**src/rtl/led_pattern_pkg.sv**
```systemverilog
// Shared definitions for the LED pattern engine: mode encodings, width limits
// and the maximal-length Galois LFSR tap table.
package led_pattern_pkg;

  typedef enum logic [2:0] {
    MODE_COUNT  = 3'd0,
    MODE_BOUNCE = 3'd1,
    MODE_LFSR   = 3'd2,
    MODE_ALT    = 3'd3,
    MODE_BAR    = 3'd4,
    MODE_ROTATE = 3'd5,
    MODE_HOLD6  = 3'd6,
    MODE_HOLD7  = 3'd7
  } mode_e;

  localparam int WIDTH_MIN = 4;
  localparam int WIDTH_MAX = 16;

  localparam logic DIR_LEFT  = 1'b0;
  localparam logic DIR_RIGHT = 1'b1;

  localparam logic [15:0] ALT_INIT_16 = 16'h5555;

  // Right-shifting Galois masks: bit (t-1) set for every tap t of the polynomial.
  function automatic logic [15:0] lfsr_taps(input int width);
    logic [15:0] mask;
    case (width)
      4:       mask = 16'h000C;
      5:       mask = 16'h0014;
      6:       mask = 16'h0030;
      7:       mask = 16'h0060;
      8:       mask = 16'h00B8;
      9:       mask = 16'h0110;
      10:      mask = 16'h0240;
      11:      mask = 16'h0500;
      12:      mask = 16'h0E08;
      13:      mask = 16'h1C80;
      14:      mask = 16'h3802;
      15:      mask = 16'h6000;
      16:      mask = 16'hD008;
      default: mask = 16'h0000;
    endcase
    return mask;
  endfunction

endpackage

```
**src/rtl/led_pattern_engine_prescaler.sv**
```systemverilog
// Step-rate prescaler: one tick every speed+1 enabled cycles, clearable on a
// mode change.
module led_prescaler
  import led_pattern_pkg::*;
#(
  parameter int PRESC_W = 16
) (
  input  logic               clock,
  input  logic               reset_n,
  input  logic               enable,
  input  logic               clear,
  input  logic [PRESC_W-1:0] speed,
  output logic               tick
);

  logic [PRESC_W-1:0] count_q;
  logic [PRESC_W-1:0] count_d;
  logic               wrap_s;

  // Comparing with >= lets a lowered speed fire on the very next enabled cycle.
  always_comb begin
    wrap_s  = (count_q >= speed);
    count_d = count_q;
    if (clear) begin
      count_d = '0;
    end else if (wrap_s) begin
      count_d = '0;
    end else begin
      count_d = count_q + PRESC_W'(1);
    end
  end

  // Counter state, frozen while the engine is disabled.
  always_ff @(posedge clock or negedge reset_n) begin
    if (!reset_n) begin
      count_q <= '0;
    end else if (enable) begin
      count_q <= count_d;
    end
  end

  assign tick = enable & ~clear & wrap_s;

endmodule

```
**src/rtl/led_pattern_engine.sv**
```systemverilog
// LED pattern engine: prescaled pattern generator with selectable modes and a
// 16-level PWM brightness gate on the registered LED outputs.
module led_pattern_engine
  import led_pattern_pkg::*;
#(
  parameter int WIDTH   = 8,
  parameter int PRESC_W = 16
) (
  input  logic               clock,
  input  logic               reset_n,
  input  logic               enable,
  input  logic [2:0]         mode,
  input  logic [PRESC_W-1:0] speed,
  input  logic [3:0]         brightness,
  output logic [WIDTH-1:0]   led_out,
  output logic               step
);

  if (WIDTH < WIDTH_MIN || WIDTH > WIDTH_MAX) begin : g_width_check
    $error("led_pattern_engine: WIDTH must lie in 4..16");
  end

  localparam logic [WIDTH-1:0] ONE      = WIDTH'(1);
  localparam logic [WIDTH-1:0] ALL_ONES = '1;
  localparam logic [WIDTH-1:0] TAPS     = WIDTH'(lfsr_taps(WIDTH));
  localparam logic [WIDTH-1:0] ALT_INIT = WIDTH'(ALT_INIT_16);

  function automatic logic is_onehot(input logic [WIDTH-1:0] v);
    return (v != '0) && ((v & (v - ONE)) == '0);
  endfunction

  mode_e            mode_q;
  mode_e            mode_in_s;
  logic [WIDTH-1:0] pattern_q, pattern_d, pattern_adv_s, pattern_init_s;
  logic             dir_q, dir_d, dir_adv_s;
  logic [3:0]       pwm_q;
  logic [WIDTH-1:0] led_q;
  logic             step_q;
  logic             mode_chg_s;
  logic             tick_s;
  logic             pwm_on_s;

  assign mode_in_s  = mode_e'(mode);
  assign mode_chg_s = (mode_in_s != mode_q);

  led_prescaler #(
    .PRESC_W (PRESC_W)
  ) u_prescaler (
    .clock   (clock),
    .reset_n (reset_n),
    .enable  (enable),
    .clear   (mode_chg_s),
    .speed   (speed),
    .tick    (tick_s)
  );

  // One advance of the pattern under the currently registered mode.
  always_comb begin
    pattern_adv_s = pattern_q;
    dir_adv_s     = dir_q;
    case (mode_q)
      MODE_COUNT: pattern_adv_s = pattern_q + ONE;
      MODE_BOUNCE: begin
        if (!is_onehot(pattern_q)) begin
          pattern_adv_s = ONE;
          dir_adv_s     = DIR_LEFT;
        end else if (dir_q == DIR_LEFT) begin
          if (pattern_q[WIDTH-1]) begin
            pattern_adv_s = pattern_q >> 1;
            dir_adv_s     = DIR_RIGHT;
          end else begin
            pattern_adv_s = pattern_q << 1;
          end
        end else begin
          if (pattern_q[0]) begin
            pattern_adv_s = pattern_q << 1;
            dir_adv_s     = DIR_LEFT;
          end else begin
            pattern_adv_s = pattern_q >> 1;
          end
        end
      end
      MODE_LFSR: begin
        if (pattern_q == '0) begin
          pattern_adv_s = ONE;
        end else begin
          pattern_adv_s = (pattern_q >> 1) ^ (pattern_q[0] ? TAPS : '0);
        end
      end
      MODE_ALT: pattern_adv_s = ~pattern_q;
      MODE_BAR: begin
        // Fill phase keeps bit0 set; the drain phase is recognised by bit0 clear.
        if (pattern_q == ALL_ONES) begin
          pattern_adv_s = {pattern_q[WIDTH-2:0], 1'b0};
        end else if (pattern_q[0] || (pattern_q == '0)) begin
          pattern_adv_s = {pattern_q[WIDTH-2:0], 1'b1};
        end else begin
          pattern_adv_s = {pattern_q[WIDTH-2:0], 1'b0};
        end
      end
      MODE_ROTATE: pattern_adv_s = {pattern_q[WIDTH-2:0], pattern_q[WIDTH-1]};
      default:     pattern_adv_s = '0;
    endcase
  end

  // Starting pattern of the incoming mode.
  always_comb begin
    pattern_init_s = '0;
    case (mode_in_s)
      MODE_BOUNCE, MODE_LFSR, MODE_ROTATE: pattern_init_s = ONE;
      MODE_ALT:                            pattern_init_s = ALT_INIT;
      default:                             pattern_init_s = '0;
    endcase
  end

  // Mode change outranks a coincident tick.
  always_comb begin
    pattern_d = pattern_q;
    dir_d     = dir_q;
    if (mode_chg_s) begin
      pattern_d = pattern_init_s;
      dir_d     = DIR_LEFT;
    end else if (tick_s) begin
      pattern_d = pattern_adv_s;
      dir_d     = dir_adv_s;
    end else begin
      pattern_d = pattern_q;
      dir_d     = dir_q;
    end
  end

  assign pwm_on_s = (brightness == 4'd15) || (pwm_q < brightness);

  // Engine state and registered outputs; everything freezes while disabled.
  always_ff @(posedge clock or negedge reset_n) begin
    if (!reset_n) begin
      mode_q    <= MODE_COUNT;
      pattern_q <= '0;
      dir_q     <= DIR_LEFT;
      pwm_q     <= 4'd0;
      led_q     <= '0;
      step_q    <= 1'b0;
    end else if (enable) begin
      mode_q    <= mode_in_s;
      pattern_q <= pattern_d;
      dir_q     <= dir_d;
      pwm_q     <= pwm_q + 4'd1;
      led_q     <= pattern_q & {WIDTH{pwm_on_s}};
      step_q    <= tick_s;
    end else begin
      step_q    <= 1'b0;
    end
  end

  assign led_out = led_q;
  assign step    = step_q;

endmodule

```
**config.mk**
```make
export PLATFORM = sky130hd
export DESIGN_NAME = led_pattern_engine
export DESIGN_NICKNAME = d
export VERILOG_FILES = /design/src/rtl/led_pattern_pkg.sv /design/src/rtl/led_pattern_engine_prescaler.sv /design/src/rtl/led_pattern_engine.sv
export SDC_FILE = /design/constraint.sdc
export NUM_CORES = 1
export LEC_CHECK = 0
export CAP_MARGIN = 15
export CORE_ASPECT_RATIO = 1.2
export CORE_MARGIN = 8
export CORE_UTILIZATION = 57
export CTS_CLUSTER_SIZE = 20
export DETAILED_ROUTE_END_ITERATION = 12
export MAX_ROUTING_LAYER = met4
export PLACE_DENSITY = 0.77
export RECOVER_POWER = 25
export SLEW_MARGIN = 20
export SYNTH_ARGS = -nofsm -noshare
export SYNTH_HDL_FRONTEND = slang
export SYNTH_SLANG_ARGS = --single-unit
export TNS_END_PERCENT = 20
```
**constraint.sdc**
```tcl
create_clock -name clock -period 2.7 [get_ports clock]
set_input_delay 0.27 -clock clock [delete_from_list [all_inputs] [get_ports clock]]
set_output_delay 0.27 -clock clock [all_outputs]
set_load 0.01 [all_outputs]
```
* Word-level counts from Yosys, hierarchy flattened
Index checks and enable logic that the tools add are counted.
Word-level totals: logic and storage cells 66, register bits 41, input bits 26
Operators by class: reduce and logical (&&, ||, !) cells 12, add/subtract/negate cells 4, multiplexer cells 22, bitwise operators 7, equality and inequality tests 12, magnitude comparators 2
Operator list (count):
- 8-bit 2-to-1 mux | 8
- 8-bit case mux with 6 select lines | 1
- 16-bit 2-to-1 mux | 2
- 16-bit by 1-bit adder with 16-bit output, second input constant | 1
- 8-bit AND | 2
- 16-bit greater-or-equal comparator | 1
- 8-bit zero test | 2
- 7-bit case mux with 2 select lines | 1
- 3-bit by 2-bit equality test with 1-bit output, second input constant | 4
- 1-bit 2-to-1 mux | 10
- 3-bit equality test, second input constant | 3
- 8-bit by 1-bit adder with 8-bit output, second input constant | 1
- 8-bit equality test, second input constant | 1
- 8-bit inverter | 1
- 8-bit nonzero test | 1
- 8-bit by 1-bit subtractor with 8-bit output, second input constant | 1
- 7-bit by 8-bit bitwise XOR with 8-bit output | 1
- 3-bit by 1-bit equality test with 1-bit output, second input constant | 2
- 4-bit by 1-bit adder with 4-bit output, second input constant | 1
- 4-bit equality test, second input constant | 1
- 4-bit less-than comparator | 1
- 2-bit nonzero test | 2
- 3-bit zero test | 1
- 3-bit != test | 1
- other kinds (7) | 9

* Logic depth before layout (Yosys ltp)
Gate-level depths: netlist of the first run.
depth after elaboration 8, gate-level depth with buffers 9

* Modules after synthesis
Synthesis of the first run repeated with hierarchy kept, for this count alone.
Second synthesis, totals: cell total of the unflattened synthesis 387, area, all modules 3274.4 um^2
By module, submodules not included:
- led_pattern_engine | area each 1971.9 um^2, instances 1, sequential area each 625.6 um^2, cells each 231
- led_prescaler | area each 1302.5 um^2, instances 1, sequential area each 400.4 um^2, cells each 156

* Worst setup path before layout of the first run
OpenSTA, ideal clock, no wires.
kind flip-flop to flip-flop, start register pattern_q[0], end register pattern_q[4], slack 0.309 ns, data required time 2.618 ns, data arrival time 2.309 ns, cell stages (with the launch flop) 10, path buffers 1, setup time 0.082 ns, period minus slack after synthesis 2.391 ns, path through dfrtp_1 buf_1 inv_2 ha_1 nor4b_1 a2111oi_0 nand2_1 o221ai_1 a21oi_1 a31oi_1
Between the ends: longest elaborated chain between the ends 8, elaborated cells between the ends (all ways) 16, those cells by class add/sub (2); mux (8); bitwise (2); reduce/logical (4)
RTL lines:
- start: declaration | RTL line led_pattern_engine.sv:34 | logic [WIDTH-1:0] pattern_q, pattern_d, pattern_adv_s, pattern_init_s;
- start signal: assignment | RTL line led_pattern_engine.sv:145 | pattern_q <= pattern_d;
- 8-bit by 1-bit subtractor with 8-bit output | RTL line led_pattern_engine.sv:29 | return (v != '0) && ((v & (v - ONE)) == '0);
- 8-bit AND | RTL line led_pattern_engine.sv:29
- 8-bit zero test | RTL line led_pattern_engine.sv:29
- 1-bit logical AND | RTL line led_pattern_engine.sv:29
- 8-bit 2-to-1 mux | RTL line led_pattern_engine.sv:64 | if (!is_onehot(pattern_q)) begin
- 8-bit case mux with 6 select lines * | RTL line led_pattern_engine.sv:61 | case (mode_q)
- 8-bit 2-to-1 mux * | RTL line led_pattern_engine.sv:123 | end else if (tick_s) begin
- 8-bit 2-to-1 mux * | RTL line led_pattern_engine.sv:120 | if (mode_chg_s) begin
Every way passes the cells marked *; elsewhere a longest branch is shown, timed or not. The select of a mux whose other input is x is not followed. A chain may end at the register's enable or synchronous reset.

* Final worst setup path of the first run
start register u_prescaler.count_q[0], end register pattern_q[5]
Between the ends: longest elaborated chain between the ends 4
RTL lines:
- start: declaration | RTL line led_pattern_engine_prescaler.sv:16 | logic [PRESC_W-1:0] count_q;
- start signal: assignment | RTL line led_pattern_engine_prescaler.sv:38 | count_q <= count_d;
- 16-bit greater-or-equal comparator | RTL line led_pattern_engine_prescaler.sv:22 | wrap_s = (count_q >= speed);
- 1-bit AND | RTL line led_pattern_engine_prescaler.sv:42 | assign tick = enable & ~clear & wrap_s;
- 2-bit nonzero test (no source line)
- 2-bit AND reduction (no source line)
Every way passes these cells.

==> flow_summary.yaml, run 1 <==
logic_synthesis:
  synth_largest_area_cell: "dfrtp_1"
  synth_common_cells: "dfrtp_1 (41), nand2_1 (30), inv_1 (27)"
  async_flop_share: 1.00
  yosysUniqueCellTypes: 60
  ys.flop_type: "dfrtp_1"
  synth.most_common_cell: "dfrtp_1"
  syn_nets: 403
  ys_ff_latch: 41
  synth_edf_count: 0
  syn_area_um2: 3100
  synth_warnings: 0
  synth_top_area_share: 0.331
  synth_area_leaders: "dfrtp_1 (33%), ha_1 (10%), xor2_1 (4.5%)"
  ys_seq_area_frac: 0.331
  syn_inst: 352
  avgSynthCellArea_um2: 8.80
final_layout:
  antenna_cells: 0
  regArea_um2: 1030
  area_growth_pct: 19.5
  multi_input_area_um2: 1890
  nNetsFinal: 445
  fillers: 424
  post_layout_nonfiller_instances: 457
  layout-drive-gt1-share: 0.104
  finalInstanceArea_um2: 3700
floorplan:
  dieWidth_um: 83.3
  start_util: 0.589
  ios: 35
  die_h_um: 96.8
  dieArea_um2: 8060
  coreArea_um2: 5260
  row_count: 29
worst_setup_path:
  endpoint_kind: "flip-flop"
  cp.depth: 9
  slowest_stage: "a2111oi_0"
  r2r_cells: 9
  max_stage_delay_ns: 0.54
  path_buf_inv: 2
  reg2reg_to: "pattern_q[5]"
  cp.arrival_ns: 2.74
  crit_path_start: "u_prescaler.count_q[0]"
  worstSetupPathType: "flip-flop to flip-flop"
  cp-start-kind: "flip-flop"
  endpoint: "pattern_q[5]"
  cp_max_fo: 4
  r2r-start: "u_prescaler.count_q[0]"
  path_delay_family: "compound AO/OA/AOI/OAI gates"
  cp_data_required_time_ns: 2.93
  critical_path.cell_chain: "inv_1, ha_1, nand2b_1, a2111oi_0, buf_4, o32a_1, nand2_1, o21ai_1, a22o_1"
  worst-r2r-setup-slack_ns: 0.19
detailed_routing:
  via_count: 2815
  vias_per_cell: 6.16
  drtAntennaViolNets: 0
  drtIter0Drc: 128
  wl_met1_mm: 3.23
  dr.pass1.iters: 4
  drc_errors: 0
  wirelength_mm: 7.58
  routed.top_layer: "met4"
  dr_wl_met2_mm: 3.69
  wl_per_cell_um: 16.6
  met3_length_um: 363
clocking:
  cts_setup_buffers: 0
  numCtsBuffers: 5
  clk_pin_slew_ns: 0.08
  clk_latency_ns: 0.29
  h-tree-depth: 2
  clockBufferDepth: 2
  cts_root_buf: "clkbuf_8"
  cts_sinks: 41
  cts_tree: "done"
  cts_resized: 0
  hold_buffers: 0
sta:
  hold_violations: 0
  max_slew_margin: -0.445
  setup_viol: 0
  fin_setup_tns_ns: 0
  fmax_mhz: 398
  final.setup_skew_ns: 0.00574
  hold_slack_ns: 0.479
  slew_violations: 42
  finalCritPeriodShare: 0.931
  rsz0062_at_grt: "false"
  worstMarginPinSlew_ns: 2.17
  fin_crit_ns: 2.51
run_status:
  status: "finished, violations left"
  violations: "max-capacitance violations, max-slew violations"
grt:
  grt.overflow.total: 0
  grt_pass1_vias: 2796
  antenna_found_initial: 0
  grt_usage: 0.192
  grt_start_max_net_pins: 42
  grt_pass1_wl_mm: 12.9
min_path:
  holdCritPathClass: "flip-flop to flip-flop"
placed_design:
  dp.cells: 449
  gp_congestion: 0.929
  numPortBuffers: 34
  placedInstanceArea_um2: 3590
  dp_hpwl_mm: 5.83
power_and_ir_drop:
  max-vdd-ir-drop_uv: 344
  p_leak_nw: 1.70
  total_power_mw: 1.82
  cellPowerDensity_nw_per_um2: 493
flow_run:
  maxCapViolCount: 1
[cells by family after synthesis]
logic type,Yosys count,synth area share
mux,10,0.0335
simple gates,112,0.190
buf+inv,48,0.0598
fa+ha+maj,26,0.104
xor+xnor,23,0.0650
flops,41,0.331
compound gates,92,0.216
[per-stage QoR]
stage | utilization | setup slack, ns
detailed placement | 0.682 | -0.0758
finish | 0.704 | 0.186
global route | 0.704 | 0.0571
floorplan | - | 0.309
global placement | 0.682 | -0.00771
CTS | 0.704 | 0.166
[registers in the layout (all words and copies together) (netlist names)]
signal	flops
pattern_q	8
dir_q	1
led_out	8
pwm_q	4
u_prescaler.count_q	16
step	1
mode_q	3
[power breakdown]
group	internal, mW	total, mW	switching (mW)
combinational	0.281	0.561	0.280
clock	0.301	0.510	0.208
sequential	0.678	0.754	0.0760
[worst min-delay path by stage]
stage          startpoint                     end  slack [ns]  depth (start not counted)
4_1_cts           reset_n  u_prescaler.count_q[5]        0.14                          1
6_report         pwm_q[3]                pwm_q[3]        0.48                          1
3_5_place_dp      reset_n  u_prescaler.count_q[5]        0.46                          1
3_3_place_gp      reset_n  u_prescaler.count_q[3]        0.44                          1
2_1_floorplan     reset_n                   dir_q       -0.03                          0
5_1_grt          pwm_q[3]                pwm_q[3]        0.49                          1
[worst reg2reg max path, delay by kind of cell, from the launching register on]
family / cells / cell delay, ns
compound gates: 4 / 1.30
buf+inv: 2 / 0.29
simple gates: 2 / 0.24
fa+ha+maj: 1 / 0.22
flops: 1 / 0.40
[final cells by class]
cell class	instances	area share
flip-flops and latches	41	0.277
clock inverters	1	0.00811
clock buffers	7	0.0233
repair buffers	54	0.131
inverters	29	0.0294
well taps	62	0.0210
multi-input cells	263	0.510
[layer usage]
layer	vias up	global-route usage
met3	23	0.0294
li1	1357	-
met1	1343	0.213
met5	-	-
met4	0	0.102
met2	92	0.324
[placed cells by master (no fill, tap or decap), types with 4 or more instances in the layout]
master / instances
or3_1: 7
nand2b_1: 7
a21o_1: 4
clkbuf_8: 6
ha_1: 25
nor2b_1: 4
nand2_1: 30
xor2_1: 16
a21oi_1: 21
o31ai_1: 4
nor2_1: 21
a22o_1: 14
o21ai_0: 16
clkdlybuf4s50_1: 33
and3_1: 5
buf_4: 20
nand4_1: 11
nand3_1: 7
nor3_1: 6
mux2i_1: 7
xnor2_1: 7
dfrtp_1: 41
inv_1: 27
(Power assumes the default switching activity.)
==> run 2, diff against run 1 <==
--- a/config.mk
+++ b/config.mk
@@ -14,7 +14,7 @@
 export MAX_ROUTING_LAYER = met4
 export PLACE_DENSITY = 0.77
 export RECOVER_POWER = 25
-export SLEW_MARGIN = 20
+export SLEW_MARGIN = 40
 export SYNTH_ARGS = -nofsm -noshare
 export SYNTH_HDL_FRONTEND = slang
 export SYNTH_SLANG_ARGS = --single-unit
==> run 2 against run 1 <==
- critical path depth unchanged
- count of clock-buffer cells in the layout down 1
- the run now ends clean
- via count down 0.96%
- critical path type unchanged
- design area down 0.61%
- largest power group unchanged
- non-clock buffer count up 1
- utilization down 0.43 points
==> flow_summary.yaml, run 2 (synthesized netlist as in run 1, its figures left out) <==
detailed_routing:
  drc_errors: 0
  drtIter0Drc: 152
  routed.top_layer: "met4"
  wl_per_cell_um: 16.7
  dr_wl_met2_mm: 3.72
  drtAntennaViolNets: 0
  dr.pass1.iters: 4
  wl_met1_mm: 3.32
  vias_per_cell: 6.09
  via_count: 2788
  met3_length_um: 321
  wirelength_mm: 7.65
power_and_ir_drop:
  p_leak_nw: 1.70
  max-vdd-ir-drop_uv: 395
  cellPowerDensity_nw_per_um2: 464
  total_power_mw: 1.71
floorplan:
  dieWidth_um: 83.3
  start_util: 0.589
  coreArea_um2: 5260
  ios: 35
  dieArea_um2: 8060
  die_h_um: 96.8
  row_count: 29
worst_setup_path:
  slowest_stage: "a2111oi_0"
  cp.arrival_ns: 2.73
  cp_data_required_time_ns: 2.93
  max_stage_delay_ns: 0.54
  endpoint_kind: "flip-flop"
  cp-start-kind: "flip-flop"
  cp_max_fo: 4
  worstSetupPathType: "flip-flop to flip-flop"
  critical_path.cell_chain: "inv_1, ha_1, nand2b_1, a2111oi_0, buf_4, o32a_1, nand2_1, o21ai_1, a22o_1"
sta:
  worstMarginPinSlew_ns: 1.00
  hold_violations: 0
  slew_violations: 0
  setup_viol: 0
  final.setup_skew_ns: 0.00860
  fin_crit_ns: 2.50
  hold_slack_ns: 0.476
  fmax_mhz: 400
  finalCritPeriodShare: 0.926
  max_slew_margin: 0.333
  rsz0062_at_grt: "false"
  worst_slack_ns: 0.199
min_path:
  holdCritPathClass: "flip-flop to flip-flop"
final_layout:
  layout-drive-gt1-share: 0.106
  antenna_cells: 0
  top_register: "u_prescaler.count_q"
  area_growth_pct: 18.7
  layout.cells.most_common: "dfrtp_1"
  finalInstanceArea_um2: 3680
  fillers: 432
  largest_reg_flops: 16
  final_cell_mix: "dfrtp_1 (41), clkdlybuf4s50_1 (33), nand2_1 (30)"
  nNetsFinal: 446
flow_run:
  maxCapViolCount: 0
clocking:
  numCtsBuffers: 5
  hold_buffers: 1
  clk_pin_slew_ns: 0.08
  clk_latency_ns: 0.29
  cts_resized: 0
  cts_tree: "done"
  clockBufferDepth: 2
  h-tree-depth: 2
  cts_setup_buffers: 0
  cts_sinks: 41
  cts_root_buf: "clkbuf_8"
placed_design:
  gp_congestion: 0.929
  post-place-ws_ns: -0.0815
  numPortBuffers: 34
  placedInstanceArea_um2: 3590
  dp_hpwl_mm: 5.83
grt:
  grt_usage: 0.195
  antenna_found_initial: 0
  grt_pass1_vias: 2827
  grt_pass1_wl_mm: 13.1
  grt.overflow.total: 0
  grt_start_max_net_pins: 42
run_status:
  status: "finished clean"
-- run 2: worst max-delay path, delay by kind of cell (launching register included) --
family                   cells  cell delay, ns
AO/OA/AOI/OAI                4            1.29
adder cells (fa/ha/maj)      1            0.22
buffers and inverters        2            0.29
flip-flops                   1            0.40
AND/OR/NAND/NOR              2            0.24
-- run 2: path summary, 6_finish.rpt --
kind	from	endpoint	slack, ns	depth (start not counted)
worst min register to register	pwm_q[3]	pwm_q[3]	0.48	1
min in group asynchronous	reset_n	u_prescaler.count_q[5]	0.67	2
worst max-delay path	u_prescaler.count_q[0]	pattern_q[5]	0.20	9
worst max register to register	u_prescaler.count_q[0]	pattern_q[5]	0.20	9
worst min-delay path	pwm_q[3]	pwm_q[3]	0.48	1
max in group asynchronous	reset_n	u_prescaler.count_q[14]	1.40	2
-- run 2: layout make-up --
type	instances	area, um2	share of cell area
multi-input cells	263	1890	0.513
flip-flops and latches	41	1030	0.279
repair buffers	55	495	0.135
inverters	29	109	0.0296
well taps	62	77.6	0.0211
clock buffers	6	72.6	0.0197
clock inverters	2	10.0	0.00272
-- run 2: power by group --
| part | internal [mW] | leakage (nW) | switching [mW] |
|---|---|---|---|
| combinational | 0.282 | 1.10 | 0.280 |
| clock | 0.179 | 0.0450 | 0.214 |
| sequential | 0.678 | 0.547 | 0.0750 |
-- run 2: routing by layer --
layer,vias up,global-route usage
met5,-,-
met4,0,0.108
met3,22,0.0268
met2,77,0.326
met1,1334,0.219
li1,1355,-
-- run 2: metrics by stage --
stage          std cells  setup TNS [ns]   util
2_1_floorplan        352               0      -
3_3_place_gp         449        -0.00771  0.682
3_5_place_dp         449          -0.351  0.682
4_1_cts              458               0  0.700
5_1_grt              458               0  0.699
6_report             458               0  0.699
